<file path="config.mk">
export PLATFORM = sky130hd
export DESIGN_NAME = avm_sram_bridge
export DESIGN_NICKNAME = d
export VERILOG_FILES = /design/src/rtl/avm_sram_pkg.sv /design/src/rtl/avm_sram_cmd_fifo.sv /design/src/rtl/avm_sram_bridge.sv
export SDC_FILE = /design/constraint.sdc
export NUM_CORES = 1
export LEC_CHECK = 0
export ABC_AREA = 1
export CORE_ASPECT_RATIO = 1.5
export CORE_MARGIN = 2
export CORE_UTILIZATION = 45
export DETAILED_ROUTE_END_ITERATION = 12
export GPL_TIMING_DRIVEN = 0
export PLACE_DENSITY = 0.77
export REMOVE_ABC_BUFFERS = 1
export SETUP_SLACK_MARGIN = 0.3
export SYNTH_ARGS = -nofsm -noshare
export SYNTH_HDL_FRONTEND = slang
export SYNTH_SLANG_ARGS = --single-unit
</file>
<file path="constraint.sdc">
create_clock -name clk -period 1.7 [get_ports clk]
set_clock_uncertainty 0.2 [all_clocks]
set_input_delay 0.425 -clock clk [delete_from_list [all_inputs] [get_ports clk]]
set_output_delay 0.425 -clock clk [all_outputs]
set_load 0.03 [all_outputs]
</file>
<file path="src/rtl/avm_sram_pkg.sv">
// Shared widths, timing defaults, command record and FSM states for the Avalon-MM to SRAM bridge.
package avm_sram_pkg;

    localparam int ADDR_W           = 18;
    localparam int DATA_W           = 32;
    localparam int BE_W             = 4;
    localparam int DEF_READ_LATENCY = 3;
    localparam int DEF_ISSUE_GAP    = 3;

    typedef struct packed {
        logic              we;
        logic [ADDR_W-1:0] addr;
        logic [BE_W-1:0]   be;
        logic [DATA_W-1:0] wdata;
    } cmd_t;

    localparam int CMD_W = $bits(cmd_t);

    typedef enum logic [1:0] {
        ST_IDLE,
        ST_ISSUE,
        ST_GAP
    } state_t;

endpackage

</file>
<file path="src/rtl/avm_sram_cmd_fifo.sv">
// Synchronous command FIFO with registered occupancy; the head entry is always visible on rd_data.
module avm_sram_cmd_fifo
    import avm_sram_pkg::*;
#(
    parameter int DEPTH = 4
) (
    input  logic             clk,
    input  logic             reset,
    input  logic             push,
    input  logic             pop,
    input  logic [CMD_W-1:0] wr_data,
    output logic [CMD_W-1:0] rd_data,
    output logic             full,
    output logic             empty
);

    localparam int PTR_W = (DEPTH > 1) ? $clog2(DEPTH) : 1;
    localparam logic [PTR_W:0] FULL_CNT = DEPTH[PTR_W:0];

    logic [CMD_W-1:0] mem [DEPTH];
    logic [PTR_W-1:0] wr_ptr;
    logic [PTR_W-1:0] rd_ptr;
    logic [PTR_W:0]   count;
    logic             do_push;
    logic             do_pop;

    // A push into a full FIFO is legal when the head leaves in the same cycle.
    assign do_pop  = pop & ~empty;
    assign do_push = push & (~full | do_pop);

    always_ff @(posedge clk) begin
        if (reset) begin
            wr_ptr <= '0;
            rd_ptr <= '0;
            count  <= '0;
        end else begin
            if (do_push) wr_ptr <= wr_ptr + 1'b1;
            if (do_pop)  rd_ptr <= rd_ptr + 1'b1;
            case ({do_push, do_pop})
                2'b10:   count <= count + 1'b1;
                2'b01:   count <= count - 1'b1;
                default: count <= count;
            endcase
        end
    end

    always_ff @(posedge clk) begin
        if (do_push) mem[wr_ptr] <= wr_data;
    end

    assign rd_data = mem[rd_ptr];
    assign full    = (count == FULL_CNT);
    assign empty   = (count == '0);

endmodule

</file>
<file path="src/rtl/avm_sram_bridge.sv">
// Avalon-MM slave to SRAM controller bridge: queues commands, issues them in order with a fixed gap.
// Define AVM_SRAM_BRIDGE_CMD_FIFO_EN for the FIFO_DEPTH command FIFO; otherwise a single holding register is used.
module avm_sram_bridge
    import avm_sram_pkg::*;
#(
    parameter int FIFO_DEPTH   = 4,
    parameter int ISSUE_GAP    = DEF_ISSUE_GAP,
    parameter int READ_LATENCY = DEF_READ_LATENCY
) (
    input  logic              clk,
    input  logic              reset,
    input  logic [ADDR_W-1:0] s_address,
    input  logic [BE_W-1:0]   s_byteenable,
    input  logic              s_read,
    input  logic              s_write,
    input  logic [DATA_W-1:0] s_writedata,
    output logic              s_waitrequest,
    output logic [DATA_W-1:0] s_readdata,
    output logic              s_readdatavalid,
    output logic [ADDR_W-1:0] m_address,
    output logic [BE_W-1:0]   m_byteenable,
    output logic              m_read,
    output logic              m_write,
    output logic [DATA_W-1:0] m_writedata,
    input  logic [DATA_W-1:0] m_readdata
);

    localparam int GAP_LAST  = (ISSUE_GAP > 2) ? ISSUE_GAP - 1 : 1;
    localparam int GAP_CNT_W = $clog2(GAP_LAST + 1);

    state_t                 state;
    state_t                 next_state;
    logic [GAP_CNT_W-1:0]   gap_cnt;
    logic                   gap_done;
    logic                   pending;
    logic                   pop;
    logic                   accept;
    cmd_t                   in_cmd;
    cmd_t                   head_cmd;
    logic [READ_LATENCY:0]  rd_pipe;

    assign accept   = (s_read | s_write) & ~s_waitrequest;
    assign in_cmd   = '{we: s_write, addr: s_address, be: s_byteenable, wdata: s_writedata};
    assign gap_done = (gap_cnt >= GAP_CNT_W'(GAP_LAST));

`ifdef AVM_SRAM_BRIDGE_CMD_FIFO_EN
    logic fifo_full;
    logic fifo_empty;

    avm_sram_cmd_fifo #(
        .DEPTH(FIFO_DEPTH)
    ) u_cmd_fifo (
        .clk    (clk),
        .reset  (reset),
        .push   (accept),
        .pop    (pop),
        .wr_data(in_cmd),
        .rd_data(head_cmd),
        .full   (fifo_full),
        .empty  (fifo_empty)
    );

    assign pending       = ~fifo_empty;
    assign s_waitrequest = reset | (fifo_full & ~pop);
`else
    cmd_t hold_cmd;
    logic hold_valid;

    always_ff @(posedge clk) begin
        if (reset) begin
            hold_valid <= 1'b0;
            hold_cmd   <= '0;
        end else if (accept) begin
            hold_valid <= 1'b1;
            hold_cmd   <= in_cmd;
        end else if (pop) begin
            hold_valid <= 1'b0;
        end
    end

    assign head_cmd      = hold_cmd;
    assign pending       = hold_valid;
    assign s_waitrequest = reset | hold_valid | (state != ST_IDLE);
`endif

    // The head is popped on the cycle that decides to enter ISSUE, so m_* are registered into that state.
    always_comb begin
        next_state = state;
        pop        = 1'b0;
        unique case (state)
            ST_IDLE: begin
                if (pending) begin
                    next_state = ST_ISSUE;
                    pop        = 1'b1;
                end
            end
            ST_ISSUE: next_state = ST_GAP;
            ST_GAP: begin
                if (gap_done) begin
                    if (pending) begin
                        next_state = ST_ISSUE;
                        pop        = 1'b1;
                    end else begin
                        next_state = ST_IDLE;
                    end
                end
            end
            default: next_state = ST_IDLE;
        endcase
    end

    always_ff @(posedge clk) begin
        if (reset) begin
            state        <= ST_IDLE;
            gap_cnt      <= '0;
            m_read       <= 1'b0;
            m_write      <= 1'b0;
            m_address    <= '0;
            m_byteenable <= '0;
            m_writedata  <= '0;
        end else begin
            state   <= next_state;
            m_read  <= pop & ~head_cmd.we;
            m_write <= pop & head_cmd.we;
            if (pop) begin
                m_address    <= head_cmd.addr;
                m_byteenable <= head_cmd.be;
                m_writedata  <= head_cmd.wdata;
            end
            if (state == ST_ISSUE) begin
                gap_cnt <= GAP_CNT_W'(1);
            end else if (state == ST_GAP && !gap_done) begin
                gap_cnt <= gap_cnt + 1'b1;
            end
        end
    end

    // Bit k marks a read issued k+1 cycles ago; the top bit is the upstream return pulse.
    always_ff @(posedge clk) begin
        if (reset) begin
            rd_pipe    <= '0;
            s_readdata <= '0;
        end else begin
            rd_pipe <= {rd_pipe[READ_LATENCY-1:0], m_read};
            if (rd_pipe[READ_LATENCY-1]) s_readdata <= m_readdata;
        end
    end

    assign s_readdatavalid = rd_pipe[READ_LATENCY];

endmodule
</file>
; After elaboration in Yosys (flattened, before gate mapping)
; Cells that the tools add are included.
[op_classes]
mux = 11
add_sub_neg = 1
n_lt_le_gt_ge = 1
n_reduce_logical = 8
n_eq_ne = 4
bitwise_logic = 8
[op_table]
columns = cell, count
row1 = two-way mux 1 bit, 7
row2 = case mux 2 bit (3 select lines), 1
row3 = nonzero test 2 bit, 3
row4 = two-way mux 2 bit, 2
row5 = "inequality test 2 bit, second input constant", 2
row6 = AND 1 bit, 3
row7 = OR 1 bit, 3
row8 = "adder 2 x 1 -> 2 bit, second input constant", 1
row9 = "== test 2 x 1 -> 1 bit, second input constant", 1
row10 = "== test 2 bit, second input constant", 1
row11 = ">= comparator 2 bit, second input constant", 1
row12 = zero test 2 bit, 1
row13 = inverter 1 bit, 2
row14 = case mux 1 bit (2 select lines), 1
row15 = AND reduction 2 bit, 1
row16 = OR reduction 2 bit, 1
row17 = logical AND 1 bit, 1
row18 = zero test 1 bit, 1
[word_totals]
out_inout_bits = 90
reg_bits = 152
word_cells = 48
inputBits = 90

; Depth between registers and ports, before layout
[logic_depth]
ltp_word = 5
depth_mapped = 9
depth_no_buf = 8

; Worst setup path after synthesis
; OpenSTA, ideal clock, no wires.
[synth_timing]
path_kind = flip-flop to flip-flop
start = register gap_cnt[0]
end = register m_address[10]
t_required_ps = 1388
setup_ps = 112
synth_period_minus_slack_ps = 1532
arrival_time_ps = 1220
stages_incl_launch_ff = 10
setup_slack_ps = 168
n_path_buf = 1
path_cell_list = dfxtp_1 > inv_1 > ha_1 > inv_1 > nand3_2 > nand2_2 > inv_4 > buf_4 > nor2_1 > nor2_1
[synth_between]
elab_chain_len = 3
[synth_rtl]
columns = element, line
row1 = "start, declared", avm_sram_bridge.sv:33  ; logic [GAP_CNT_W-1:0] gap_cnt;
row2 = "start signal, assigned", avm_sram_bridge.sv:133  ; gap_cnt <= gap_cnt + 1'b1;
row3 = >= comparator 2 bit, avm_sram_bridge.sv:44  ; assign gap_done = (gap_cnt >= GAP_CNT_W'(GAP_LAST));
row4 = two-way mux 1 bit, avm_sram_bridge.sv:99  ; if (gap_done) begin
row5 = case mux 1 bit (2 select lines), avm_sram_bridge.sv:90  ; unique case (state)
row6 = "end signal, assigned", avm_sram_bridge.sv:126  ; m_address <= head_cmd.addr;
row7 = "end, declared", avm_sram_bridge.sv:20  ; output logic [ADDR_W-1:0] m_address,
; No other way between the ends.
; A chain may end at the register's enable or synchronous reset.

; Worst setup path in the final report
[layout_timing]
start = register state[0]
end = output s_waitrequest
[layout_between]
elab_chain_len = 2
[layout_rtl]
columns = element, line
row1 = "start, declared", avm_sram_bridge.sv:31  ; state_t state;
row2 = "start signal, assigned", avm_sram_bridge.sv:122  ; state <= next_state;
row3 = nonzero test 2 bit, avm_sram_bridge.sv:83  ; assign s_waitrequest = reset | hold_valid | (state != ST_IDLE);
row4 = OR 1 bit, avm_sram_bridge.sv:83
row5 = "end, declared", avm_sram_bridge.sv:17  ; output logic s_waitrequest,
; No other way between the ends.

==> results.md <==
- Status: finished with violations
- Failing checks: negative setup slack
- MaxCap Viol Count: 0
- Met1 usage: 31.3%
- Slew HR: 77.8%
- Antenna-violating nets left: 0
- Final net count: 1164
- Kind of critical path: flip-flop to output pin
- Area share of the largest cell type after synthesis: 52.2%
- Vias in the first global route: 6101
- Clock share of power: 34.5%
- Vias per cell: 5.23
- Tmin final: 1.77 ns
- NetSw: 0.00348 W
- Drt wl/cell: 18.7 µm
- # fillers: 733
- Critical path required time: 1.07 ns
- CTS tree: done
- Synth Warn #: 0
- Pleak: 4.79 nW
- Die width: 96.9 µm
- CTS Buf Count: 17
- Gr usage total: 29.3%
- Distinct cell type count after synthesis: 21
- Largest net degree at the start of global routing: 122
- Routed via count: 6498
- Final slew viol count: 0
- Met3 GRT Util: 7.25%
- Share of layout cells above drive strength 1: 38.4%
- DR pass1 iterations: 6
- Met2 Resource Use GR: 53.1%
- Endpoint class of the critical path: output pin
- H-tree depth: 4
- Worst-Margin Slew: 0.333 ns
- Core area: 12600 µm²
- Worst min-delay path class: primary input to flip-flop
- DR DRC count: 0
- Mapped Cells: 830
- CP Max Fanout: 2
- Ant diodes: 0
- First-pass GRT wire length: 31500 µm
- Gr ovfl total: 0
- Setup TNS: -0.153 ns
- 1st-iter DRT viols: 493
- Startpoint types: flip-flop
- Combinational Power Share: 27.9%
- #FFs+latches synth: 152
- Die H: 143 µm
- Max Freq: 0.564 GHz
- GP Congestion: 0.768
- Syn Area/Cell: 7.02 µm²
- Worst EP arrival: 1.15 ns
- CTS Root Cell: clkbuf_16
- Final setup viols: 5
- Die ar.: 13900 µm²
- Register area share after synthesis: 52.2%
- CTS sink count: 152
- Share of power burned in registers: 37.6%
- Port bufs: 179
- Hold_buf cts: 0
- Clk_lat worst skew: 0.42 ns
- Area Growth Syn to Fin: 76.6%
- Mapped cell area: 5830 µm²
- Cell taking the most area after synthesis: dfxtp_1
- Internal: 0.00751 W
- Busiest grt layer: met2
- Tcrit/Tclk final: 104%
- Final wirelength: 23200 µm
- Final Hold Viols: 0
- Antenna violations before repair: 0
- Top post-synthesis cells by area: dfxtp_1 (52%), nor2_1 (19%), nand2_1 (11%), nand3_1 (4.8%), inv_1 (4.2%)
- Sw Share: 31.7%
- Detailed placer's ending HPWL: 8540 µm
- Io pins: 180
- Clk slew on worst S/H paths: 0.07 ns
- Num rows: 50
- Hold slack: 0.162 ns
- Starting Density: 46.3%
- Total chip power: 0.0110 W
- Longest Clk Path Bufs: 2
- Setup slack after layout: -0.0719 ns
- RSZ-0062 raised after global routing: yes
- Commonest non-fill, non-tap cells in the layout: nor2_1 (226), nand2_1 (163), buf_6 (99)
- Commonest non-fill, non-tap cell in the layout: nor2_1
- VDD IR-drop max: 0.784 mV
- Power Density: 1070 nW/µm²
-- routing by layer --
metal	routed length (µm)	part of all wire, %
met3	1850	8.0
met4	1360	5.9
met1	7800	34
met5	0	0
met2	12200	53
-- cells in the mapped netlist (all sizes together) --
cell	n
nand2	172
nor2	293
buf	28
clkbuf	21
ha	1
inv	66
nand3b	1
clkinv	1
a21oi	4
nand3	57
dfxtp	152
nor3	1
o21ai	33
-- final cells by class --
type / instances / area [µm²] / area share (%)
inverter: 67 / 299 / 2.91
sequential: 152 / 3180 / 30.9
clock buffer: 19 / 443 / 4.31
timing repair buffer: 251 / 2810 / 27.3
tap: 156 / 195 / 1.90
timing repair inverter: 8 / 164 / 1.59
clock inverter: 13 / 144 / 1.40
multi-input combinational: 576 / 3050 / 29.7
-- sequential cells by signal (all words and copies together) (netlist names) --
name	cells
head_cmd	55
m_writedata	32
s_readdata	32
m_address	18
m_byteenable	4
rd_pipe	4
gap_cnt	2
state	2
hold_valid	1
m_read	1
m_write	1
-- worst max-delay path, cell delays in order, from the launching register on --
cell and delay (ns):
dfxtp_4 0.36, nor2_4 0.13, nand2_1 0.08, buf_6 0.14
-- cells by family (layout without fill, tap and decap cells) --
kind of cell | Yosys count | after routing | synth area share [%]
AND/OR/NAND/NOR | 524 | 538 | 35.4
adder cells (fa/ha/maj) | 1 | 1 | 0.215
flip-flops | 152 | 152 | 52.2
AO/OA/AOI/OAI | 37 | 37 | 3.18
buffers and inverters | 116 | 358 | 9.02
-- power groups by stage --
stage	logic (W)	clock network [W]	registers (W)
2_1_floorplan	0.000855	0	0.00439
3_5_place_dp	0.00187	0	0.00409
6_report	0.00307	0.00379	0.00413
3_3_place_gp	0.00194	0	0.00407
5_1_grt	0.00324	0.00395	0.00416
4_1_cts	0.00250	0.00380	0.00407
-- metrics by stage --
step | instances | cell area [µm²] | setup WS, ns | utilization [%]
finish | 1242 | 10300 | -0.0719 | 81.8
global route | 1242 | 10300 | -0.0806 | 81.8
CTS | 1207 | 9400 | -0.0166 | 74.7
detailed placement | 1118 | 7610 | -1.30 | 60.5
global placement | 1116 | 7540 | -3.68 | 60.0
floorplan | 781 | 5560 | -1.53 | -
-- final timing paths --
path	startpoint	end	slack [ns]	cells after the start
worst min register to register	rd_pipe[1]	rd_pipe[2]	0.22	2
worst max register to register	state[0]	head_cmd[28]	-0.05	7
worst min-delay path	s_write	head_cmd[54]	0.16	3
worst max-delay path	state[0]	s_waitrequest	-0.07	3
-- repair_timing --
action / CTS / global route
buffers inserted: 31 / 33
setup endpoints to repair: 238 / 239
cloned: 26 / 2
pin swaps: 22 / 26
gates resized for setup: 558 / 456
Note: power is estimated with default switching activity, not from simulation.
